**src/rtl/mem_arb_pkg.sv**
```systemverilog
// rtl/mem_arb_pkg.sv - shared constants for the unified-memory arbiter
package mem_arb_pkg;

   localparam logic [1:0] IDLE  = 2'd0;
   localparam logic [1:0] ISSUE = 2'd1;
   localparam logic [1:0] WAIT  = 2'd2;
   localparam logic [1:0] RESP  = 2'd3;

   localparam int PORT_CORE = 0;
   localparam int PORT_LOAD = 1;

   localparam int MEM_LAT_MIN = 1;
   localparam int MEM_LAT_MAX = 4;

endpackage

```
**src/rtl/mem_arb_if.sv**
```systemverilog
// rtl/mem_arb_if.sv - requester and memory-side signals of the arbiter
interface mem_arb_if #(
   parameter int AW = 8,
   parameter int DW = 32
);
   logic          req0, req1;
   logic          we0, we1;
   logic [AW-1:0] addr0, addr1;
   logic [DW-1:0] wdata0, wdata1;
   logic          ack0, ack1;
   logic [DW-1:0] rdata;
   logic [1:0]    gnt;
   logic          busy;
   logic          mem_en, mem_we;
   logic [AW-1:0] mem_addr;
   logic [DW-1:0] mem_wdata;
   logic [DW-1:0] mem_rdata;

   modport slave (
      input  req0, req1, we0, we1, addr0, addr1, wdata0, wdata1, mem_rdata,
      output ack0, ack1, rdata, gnt, busy, mem_en, mem_we, mem_addr, mem_wdata
   );

   modport master (
      output req0, req1, we0, we1, addr0, addr1, wdata0, wdata1, mem_rdata,
      input  ack0, ack1, rdata, gnt, busy, mem_en, mem_we, mem_addr, mem_wdata
   );
endinterface

```
**src/rtl/rr_pick2.sv**
```systemverilog
// rtl/rr_pick2.sv - two-way winner pick, fixed core priority or round-robin
module rr_pick2
   import mem_arb_pkg::*;
#(
   parameter int CORE_PRIORITY = 0
) (
   input  logic       req0,
   input  logic       req1,
   input  logic       last_gnt,
   output logic [1:0] gnt
);

   always_comb begin
      gnt = 2'b00;
      if (req0 && req1) begin
         // On a tie the port that did not win last time goes next
         if (CORE_PRIORITY != 0 || last_gnt == 1'(PORT_LOAD))
            gnt[PORT_CORE] = 1'b1;
         else
            gnt[PORT_LOAD] = 1'b1;
      end else if (req0) begin
         gnt[PORT_CORE] = 1'b1;
      end else if (req1) begin
         gnt[PORT_LOAD] = 1'b1;
      end
   end

endmodule

```
**src/rtl/mem_arbiter.sv**
```systemverilog
// rtl/mem_arbiter.sv - two-port arbiter and access sequencer for the unified memory
module mem_arbiter
   import mem_arb_pkg::*;
#(
   parameter int AW            = 8,
   parameter int DW            = 32,
   parameter int MEM_LAT       = 1,
   parameter int CORE_PRIORITY = 0
) (
   input logic clk,
   input logic reset,
   mem_arb_if.slave bus
);

   if (MEM_LAT < MEM_LAT_MIN || MEM_LAT > MEM_LAT_MAX) begin : g_bad_lat
      $error("mem_arbiter: MEM_LAT out of range");
   end

   localparam logic [2:0] LAT = 3'(MEM_LAT);

   logic [1:0]    state;
   logic [2:0]    cnt, cnt_next;
   logic          last_gnt;
   logic [1:0]    pick;
   logic [1:0]    gnt_q;
   logic          ack0_q, ack1_q;
   logic [DW-1:0] rdata_q;
   logic          mem_en_q, mem_we_q;
   logic [AW-1:0] mem_addr_q;
   logic [DW-1:0] mem_wdata_q;
   logic          done;

   rr_pick2 #(.CORE_PRIORITY(CORE_PRIORITY)) u_pick (
      .req0     (bus.req0),
      .req1     (bus.req1),
      .last_gnt (last_gnt),
      .gnt      (pick)
   );

   // Counter reaching 1 marks the edge at which read data is captured
   always_comb begin
      cnt_next = (state == ISSUE) ? LAT : cnt - 3'd1;
      done     = (state == ISSUE || state == WAIT) && (cnt_next == 3'd1);
   end

   always_ff @(posedge clk) begin
      if (reset) begin
         state       <= IDLE;
         cnt         <= 3'd0;
         last_gnt    <= 1'(PORT_LOAD);
         gnt_q       <= 2'b00;
         ack0_q      <= 1'b0;
         ack1_q      <= 1'b0;
         rdata_q     <= '0;
         mem_en_q    <= 1'b0;
         mem_we_q    <= 1'b0;
         mem_addr_q  <= '0;
         mem_wdata_q <= '0;
      end else begin
         mem_en_q <= 1'b0;
         ack0_q   <= 1'b0;
         ack1_q   <= 1'b0;
         case (state)
            IDLE: begin
               if (pick != 2'b00) begin
                  gnt_q       <= pick;
                  last_gnt    <= pick[PORT_LOAD];
                  mem_en_q    <= 1'b1;
                  mem_we_q    <= pick[PORT_LOAD] ? bus.we1    : bus.we0;
                  mem_addr_q  <= pick[PORT_LOAD] ? bus.addr1  : bus.addr0;
                  mem_wdata_q <= pick[PORT_LOAD] ? bus.wdata1 : bus.wdata0;
                  state       <= ISSUE;
               end
            end
            ISSUE, WAIT: begin
               cnt <= cnt_next;
               if (done) begin
                  rdata_q <= bus.mem_rdata;
                  ack0_q  <= gnt_q[PORT_CORE];
                  ack1_q  <= gnt_q[PORT_LOAD];
                  state   <= RESP;
               end else begin
                  state   <= WAIT;
               end
            end
            RESP: begin
               gnt_q <= 2'b00;
               state <= IDLE;
            end
            default: state <= IDLE;
         endcase
      end
   end

   assign bus.ack0      = ack0_q;
   assign bus.ack1      = ack1_q;
   assign bus.rdata     = rdata_q;
   assign bus.gnt       = gnt_q;
   assign bus.busy      = (state != IDLE);
   assign bus.mem_en    = mem_en_q;
   assign bus.mem_we    = mem_we_q;
   assign bus.mem_addr  = mem_addr_q;
   assign bus.mem_wdata = mem_wdata_q;

endmodule

```
**src/flat_wrapper.sv**
```systemverilog
// flat-port wrapper written by rule: the top's interface ports become plain ports
module mem_arbiter_flat import mem_arb_pkg::*;
#(
   parameter int AW            = 8,
   parameter int DW            = 32,
   parameter int MEM_LAT       = 1,
   parameter int CORE_PRIORITY = 0
)
  (clk, reset, bus_req0, bus_req1, bus_we0, bus_we1, bus_addr0, bus_addr1, bus_wdata0, bus_wdata1, bus_mem_rdata, bus_ack0, bus_ack1, bus_rdata, bus_gnt, bus_busy, bus_mem_en, bus_mem_we, bus_mem_addr, bus_mem_wdata);
  mem_arb_if #(.AW(AW), .DW(DW)) bus_i ();
  input logic clk;
  input logic reset;
  input wire logic [$bits(bus_i.req0)-1:0] bus_req0;
  input wire logic [$bits(bus_i.req1)-1:0] bus_req1;
  input wire logic [$bits(bus_i.we0)-1:0] bus_we0;
  input wire logic [$bits(bus_i.we1)-1:0] bus_we1;
  input wire logic [$bits(bus_i.addr0)-1:0] bus_addr0;
  input wire logic [$bits(bus_i.addr1)-1:0] bus_addr1;
  input wire logic [$bits(bus_i.wdata0)-1:0] bus_wdata0;
  input wire logic [$bits(bus_i.wdata1)-1:0] bus_wdata1;
  input wire logic [$bits(bus_i.mem_rdata)-1:0] bus_mem_rdata;
  output wire logic [$bits(bus_i.ack0)-1:0] bus_ack0;
  output wire logic [$bits(bus_i.ack1)-1:0] bus_ack1;
  output wire logic [$bits(bus_i.rdata)-1:0] bus_rdata;
  output wire logic [$bits(bus_i.gnt)-1:0] bus_gnt;
  output wire logic [$bits(bus_i.busy)-1:0] bus_busy;
  output wire logic [$bits(bus_i.mem_en)-1:0] bus_mem_en;
  output wire logic [$bits(bus_i.mem_we)-1:0] bus_mem_we;
  output wire logic [$bits(bus_i.mem_addr)-1:0] bus_mem_addr;
  output wire logic [$bits(bus_i.mem_wdata)-1:0] bus_mem_wdata;
  assign bus_i.req0 = bus_req0;
  assign bus_i.req1 = bus_req1;
  assign bus_i.we0 = bus_we0;
  assign bus_i.we1 = bus_we1;
  assign bus_i.addr0 = bus_addr0;
  assign bus_i.addr1 = bus_addr1;
  assign bus_i.wdata0 = bus_wdata0;
  assign bus_i.wdata1 = bus_wdata1;
  assign bus_i.mem_rdata = bus_mem_rdata;
  assign bus_ack0 = bus_i.ack0;
  assign bus_ack1 = bus_i.ack1;
  assign bus_rdata = bus_i.rdata;
  assign bus_gnt = bus_i.gnt;
  assign bus_busy = bus_i.busy;
  assign bus_mem_en = bus_i.mem_en;
  assign bus_mem_we = bus_i.mem_we;
  assign bus_mem_addr = bus_i.mem_addr;
  assign bus_mem_wdata = bus_i.mem_wdata;
  mem_arbiter #(.AW(AW), .DW(DW), .MEM_LAT(MEM_LAT), .CORE_PRIORITY(CORE_PRIORITY)) u_core (.clk(clk), .reset(reset), .bus(bus_i));
endmodule
```
**config.mk**
```make
export PLATFORM = sky130hd
export DESIGN_NAME = mem_arbiter_flat
export DESIGN_NICKNAME = d
export VERILOG_FILES = /design/src/rtl/mem_arb_pkg.sv /design/src/rtl/mem_arb_if.sv /design/src/rtl/rr_pick2.sv /design/src/rtl/mem_arbiter.sv /design/src/flat_wrapper.sv
export SDC_FILE = /design/constraint.sdc
export NUM_CORES = 1
export LEC_CHECK = 0
export ABC_AREA = 1
export BUFFER_PORTS_ARGS = -buffer_cell sky130_fd_sc_hd__buf_4
export CORE_MARGIN = 3
export CORE_UTILIZATION = 24
export DETAILED_ROUTE_END_ITERATION = 16
export GPL_TIMING_DRIVEN = 0
export PLACE_DENSITY = 0.55
export SETUP_SLACK_MARGIN = 0.15
export SYNTH_ARGS = -nofsm -noshare
export SYNTH_HDL_FRONTEND = slang
export SYNTH_HIERARCHICAL = 1
export SYNTH_SLANG_ARGS = --single-unit
export TNS_END_PERCENT = 20
```
**constraint.sdc**
```tcl
create_clock -name clk -period 2.2 [get_ports clk]
set_input_delay 0.66 -clock clk [delete_from_list [all_inputs] [get_ports clk]]
set_output_delay 0.66 -clock clk [all_outputs]
set_load 0.05 [all_outputs]
```
Word level (Yosys, flattened, before mapping)
Cells that the tools add are included.

storage, ports and cells
  register bits after elaboration = 84
  input port bits = 118
  output and inout bits = 79

operators by class
  $add $sub $neg = 1
  eq/ne operators = 5
  muxes and demuxes = 16
  bitwise logic cells = 3
  reductions and logical operators = 13

operators by type and width
  operator               count
  $mux W32               1
  $mux W1                8
  $mux W8                1
  $mux W2                3
  $pmux W2 S3            1
  $reduce_and A2 Y1      3
  $reduce_bool A2 Y1     3
  $eq A2 B2 Y1 const B   2
  $pmux W2 S2            1
  $reduce_or A2 Y1       2
  $eq A3 B1 Y1 const B   1
  $mux W3                1
  $not A1 Y1             3
  $reduce_or A3 Y1       1
  $sub A3 B1 Y3 const B  1
  $eq A2 B1 Y1 const B   1
  $logic_and A1 B1 Y1    2
  $logic_not A2 Y1       1
  $ne A2 B1 Y1 const B   1
  $logic_or A1 B1 Y1     1

Longest topological paths before layout
  depth in word-level cells = 6
  gate-level depth with buffers = 10
  depth with buffers taken out = 9

Hierarchy
The synthesis kept the hierarchy.

modules (own cells, without submodules)
  module       times used  cells an instance  area each (um^2)  seq. area each (um^2)
  mem_arbiter  1           583                3903.7            1681.6
  rr_pick2     1           5                  21.3              0.0

Worst setup path before layout
No wires, ideal clock.

  path kind = input to register
  start = input bus_req1
  end = register u_core.mem_addr_q[1], in the netlist u_core/bus.mem_addr[1]
  library setup time = 0.116 ns
  data arrival time = 1.648 ns
  required time = 2.084 ns
  path slack = 0.437 ns
  stages = 7
  cell sequence = inv_1 -> a21oi_1 -> buf_6 -> buf_4 -> o21ai_0 -> o21ai_0 -> nor2_1

between the ends
  cells in the longest elaborated chain, start to end = 5
  elaborated cells on any way between the ends = 7

RTL lines
  element                      RTL line            source
  start, declared              flat_wrapper.sv:14  input wire logic [$bits(bus_i.req1)-1:0] bus_req1;
  $mux W1                      rr_pick2.sv:23      end else if (req1) begin
  $mux W1                      rr_pick2.sv:21      end else if (req0) begin
  $mux W2 *                    rr_pick2.sv:15      if (req0 && req1) begin
  named net u_core.pick[1]     mem_arbiter.sv:24   logic [1:0] pick;
  $reduce_bool A2 Y1           mem_arbiter.sv:65   if (pick != 2'b00) begin
  $reduce_and A2 Y1 (no line)  --
  end signal, assigned         mem_arbiter.sv:70   mem_addr_q <= pick[PORT_LOAD] ? bus.addr1 : bus.addr0;
  end, declared                mem_arbiter.sv:29   logic [AW-1:0] mem_addr_q;

Mark *: on every way through the listed nets, which the timed path passes. The rest lies on a longest branch.
A chain may end at the register's enable or synchronous reset.

Worst setup path after layout
  start = register u_core.state[0]
  end = output bus_busy

between the ends
  cells in the longest elaborated chain, start to end = 1

RTL lines
  element                 RTL line            source
  start, declared         mem_arbiter.sv:21   logic [1:0] state;
  start signal, assigned  mem_arbiter.sv:48   state <= IDLE;
  start signal, assigned  mem_arbiter.sv:72   state <= ISSUE;
  start signal, assigned  mem_arbiter.sv:81   state <= RESP;
  $reduce_bool A2 Y1      mem_arbiter.sv:99   assign bus.busy = (state != IDLE);
  end, declared           flat_wrapper.sv:26  output wire logic [$bits(bus_i.busy)-1:0] bus_busy;

Every way passes these cells.

==> results.yml <==
route:
  highest_layer: "met4"
  wl_met3_um: 1120
  wl_met2_um: 5460
  vias: 4177
  drt-vias-per-instance: 4.12
  drc: 0
  drt_wl_total_um: 12400
  wl_met1_um: 5630
  drt_iter0_drc: 149
  dr.pass1.iters: 4
  drtAntennaViolNets: 0
  wl_per_cell_um: 12.2
synthesis:
  syn_nets: 711
  synth_area_per_cell_um2: 6.68
  syn_inst: 588
  synthesis.area_um2: 3930
  ys_types: 22
  yosysSeqAreaShare_pct: 42.8
  ys_warn_count: 6
  synth_seq_cells: 84
power:
  p_leak_nw: 3.09
  worst_ir_drop_vdd_v: 0.000620
  power_density_nw_per_um2: 1580
global_routing:
  antenna_found_initial: 0
  grt_pass1_vias: 3870
  grt_use_total_pct: 13.7
  grt_max_degree: 14
  overflow: 0
  grt_pass1_wl_um: 19700
worst_setup_path:
  endpoint_kind: "primary output"
  r2r_setup_slack_ns: 0.55
  cp-start-kind: "flip-flop"
  timing.rr.end: "u_core/bus.rdata[8]"
  cp_max_fo: 8
  r2r_start: "u_core/state[1]"
  reg2reg_depth: 8
  worstSetupPathType: "reg2out"
  cp.required_ns: 1.54
  worstPathArrival_ns: 1.32
cts:
  clkLatencyLatePin_ns: 0.33
  cts_resized: 3
  htreeDepth: 3
  cts_tree: "yes"
  clkSinkCount: 84
  cts.path.max_buffers: 2
  ctsHoldBuffers: 0
  clk_pin_slew_ns: 0.06
  cts_inserted_buffers: 9
  post_cts_buffers: 0
  root_buffer: "clkbuf_16"
sta:
  fmaxAchievable_mhz: 506
  skew_ns: 0.00489
  setup_viol: 0
  whs_ns: 0.481
  fin_tns_setup_ns: 0
  slew_violations: 0
  timing.final.crit_period_ns: 1.98
  rsz0062_at_grt: "false"
  tightest_slew_ns: 0.536
  timing.final.crit_share_pct: 89.8
  hold_violations: 0
  slew_headroom_pct: 64.3
finish:
  n_antenna_cell: 0
  fin_area_um2: 6010
  fill_cells: 1745
  drive_gt1_share_pct: 30.5
  final_common_cell: "buf_4"
  nets: 918
  area_growth_pct: 53.0
  final_cell_mix: "buf_4 (200), nor2_1 (151), inv_1 (86)"
place:
  gp_congestion: 0.778
  io_buffers: 196
  place_hpwl_um: 9560
  place_area_um2: 5670
hold_path:
  hold_path_class: "reg2reg"
  min-delay-start: "u_core/bus.mem_wdata[21]"
  min_to: "u_core/bus.mem_wdata[21]"
  holdPathStages: 2
floorplanning:
  die_width_um: 134
  design.die.area_um2: 17900
  die_h_um: 134
  ios: 197
  num_rows: 46
  initial_core_util_pct: 24.6
  coreArea_um2: 15900
flow_run:
  max_cap_viol_count: 0
status:
  status: "finished clean"
==> flip-flops by register name, summed over array words and instances (netlist names) <==
name                  count
u_core/bus.rdata         32
u_core/cnt                3
u_core/bus.ack1           1
u_core/bus.mem_en         1
u_core/bus.mem_addr       8
u_core/last_gnt           1
u_core/state              2
u_core/bus.ack0           1
u_core/bus.mem_wdata     32
u_core/bus.gnt            2
u_core/bus.mem_we         1
==> per-layer routing <==
metal	GRT usage [%]	up-vias
li1	-	2211
met1	17.6	1813
met2	21.7	138
met3	4.58	15
met4	4.46	0
met5	0	-
==> worst max-delay path by stage <==
stage                         start                  endpoint  slack, ns  cells past startpoint
floorplan                  bus_req1    u_core/bus.mem_addr[1]       0.44                      7
global placement           bus_req1  u_core/bus.mem_wdata[18]       0.02                      7
global route        u_core/state[0]                  bus_busy       0.15                      5
CTS                 u_core/state[0]                  bus_busy       0.17                      5
detailed placement         bus_req1    u_core/bus.mem_addr[2]       0.05                      8
finish              u_core/state[0]                  bus_busy       0.22                      5
==> Yosys cell counts <==
cell type	number	area [um2]
o211ai_1	2	15.0
nor2_1	151	567
buf_2	8	40.0
nand2_1	85	319
and3_1	2	12.5
buf_6	8	90.1
inv_2	1	3.75
nand3_1	37	185
inv_1	86	323
buf_4	5	37.5
clkbuf_2	5	25.0
clkbuf_1	9	33.8
ha_1	5	62.6
dfxtp_1	84	1680
or2_2	1	6.26
o21ai_1	20	100
o21ai_0	66	330
clkinv_1	1	3.75
nand3_2	1	10.0
o21ai_4	1	16.3
a21oi_1	8	40.0
nor2_4	2	22.5
==> kinds of logic (layout without fill, tap and decap cells) <==
group / count (synthesis) / after routing / synth area share, %
fa+ha+maj: 5 / 5 / 1.59
buf+inv: 123 / 334 / 14.2
simple gates: 279 / 279 / 28.6
compound gates: 97 / 97 / 12.8
flops: 84 / 84 / 42.8
==> worst max-delay path, cell delays in order (launching register included) <==
cell	delay, ns
dfxtp_4	0.36
inv_1	0.06
ha_1	0.20
buf_6	0.14
inv_1	0.07
buf_6	0.16
==> final cells by class <==
| class | instances | area (um2) | area share (%) |
|---|---|---|---|
| Multi-Input combinational cell | 381 | 1690 | 28.1 |
| Tap cell | 216 | 270 | 4.50 |
| Clock inverter | 4 | 72.6 | 1.21 |
| Clock buffer | 11 | 253 | 4.21 |
| Buffer | 35 | 233 | 3.87 |
| Sequential cell | 84 | 1690 | 28.1 |
| Inverter | 88 | 330 | 5.50 |
| Timing Repair Buffer | 196 | 1480 | 24.6 |
==> report_power, final <==
| part | switching (mW) | internal [mW] | total, mW |
|---|---|---|---|
| Clock | 0.602 | 1.05 | 1.65 |
| Sequential | 0.302 | 2.12 | 2.42 |
| Combinational | 3.73 | 1.69 | 5.42 |
==> metrics by stage <==
| stage | std cells | total power [mW] | setup WS (ns) | utilization, % |
|---|---|---|---|---|
| after floorplan | 588 | 6.26 | 0.437 | - |
| after global placement | 1000 | 7.90 | 0.0228 | 35.5 |
| after detailed placement | 1000 | 7.93 | 0.0511 | 35.5 |
| after CTS | 1015 | 9.64 | 0.171 | 37.6 |
| after global routing | 1015 | 10.2 | 0.146 | 37.7 |
| final | 1015 | 9.50 | 0.225 | 37.7 |
Note: power is estimated with default switching activity, not from simulation.
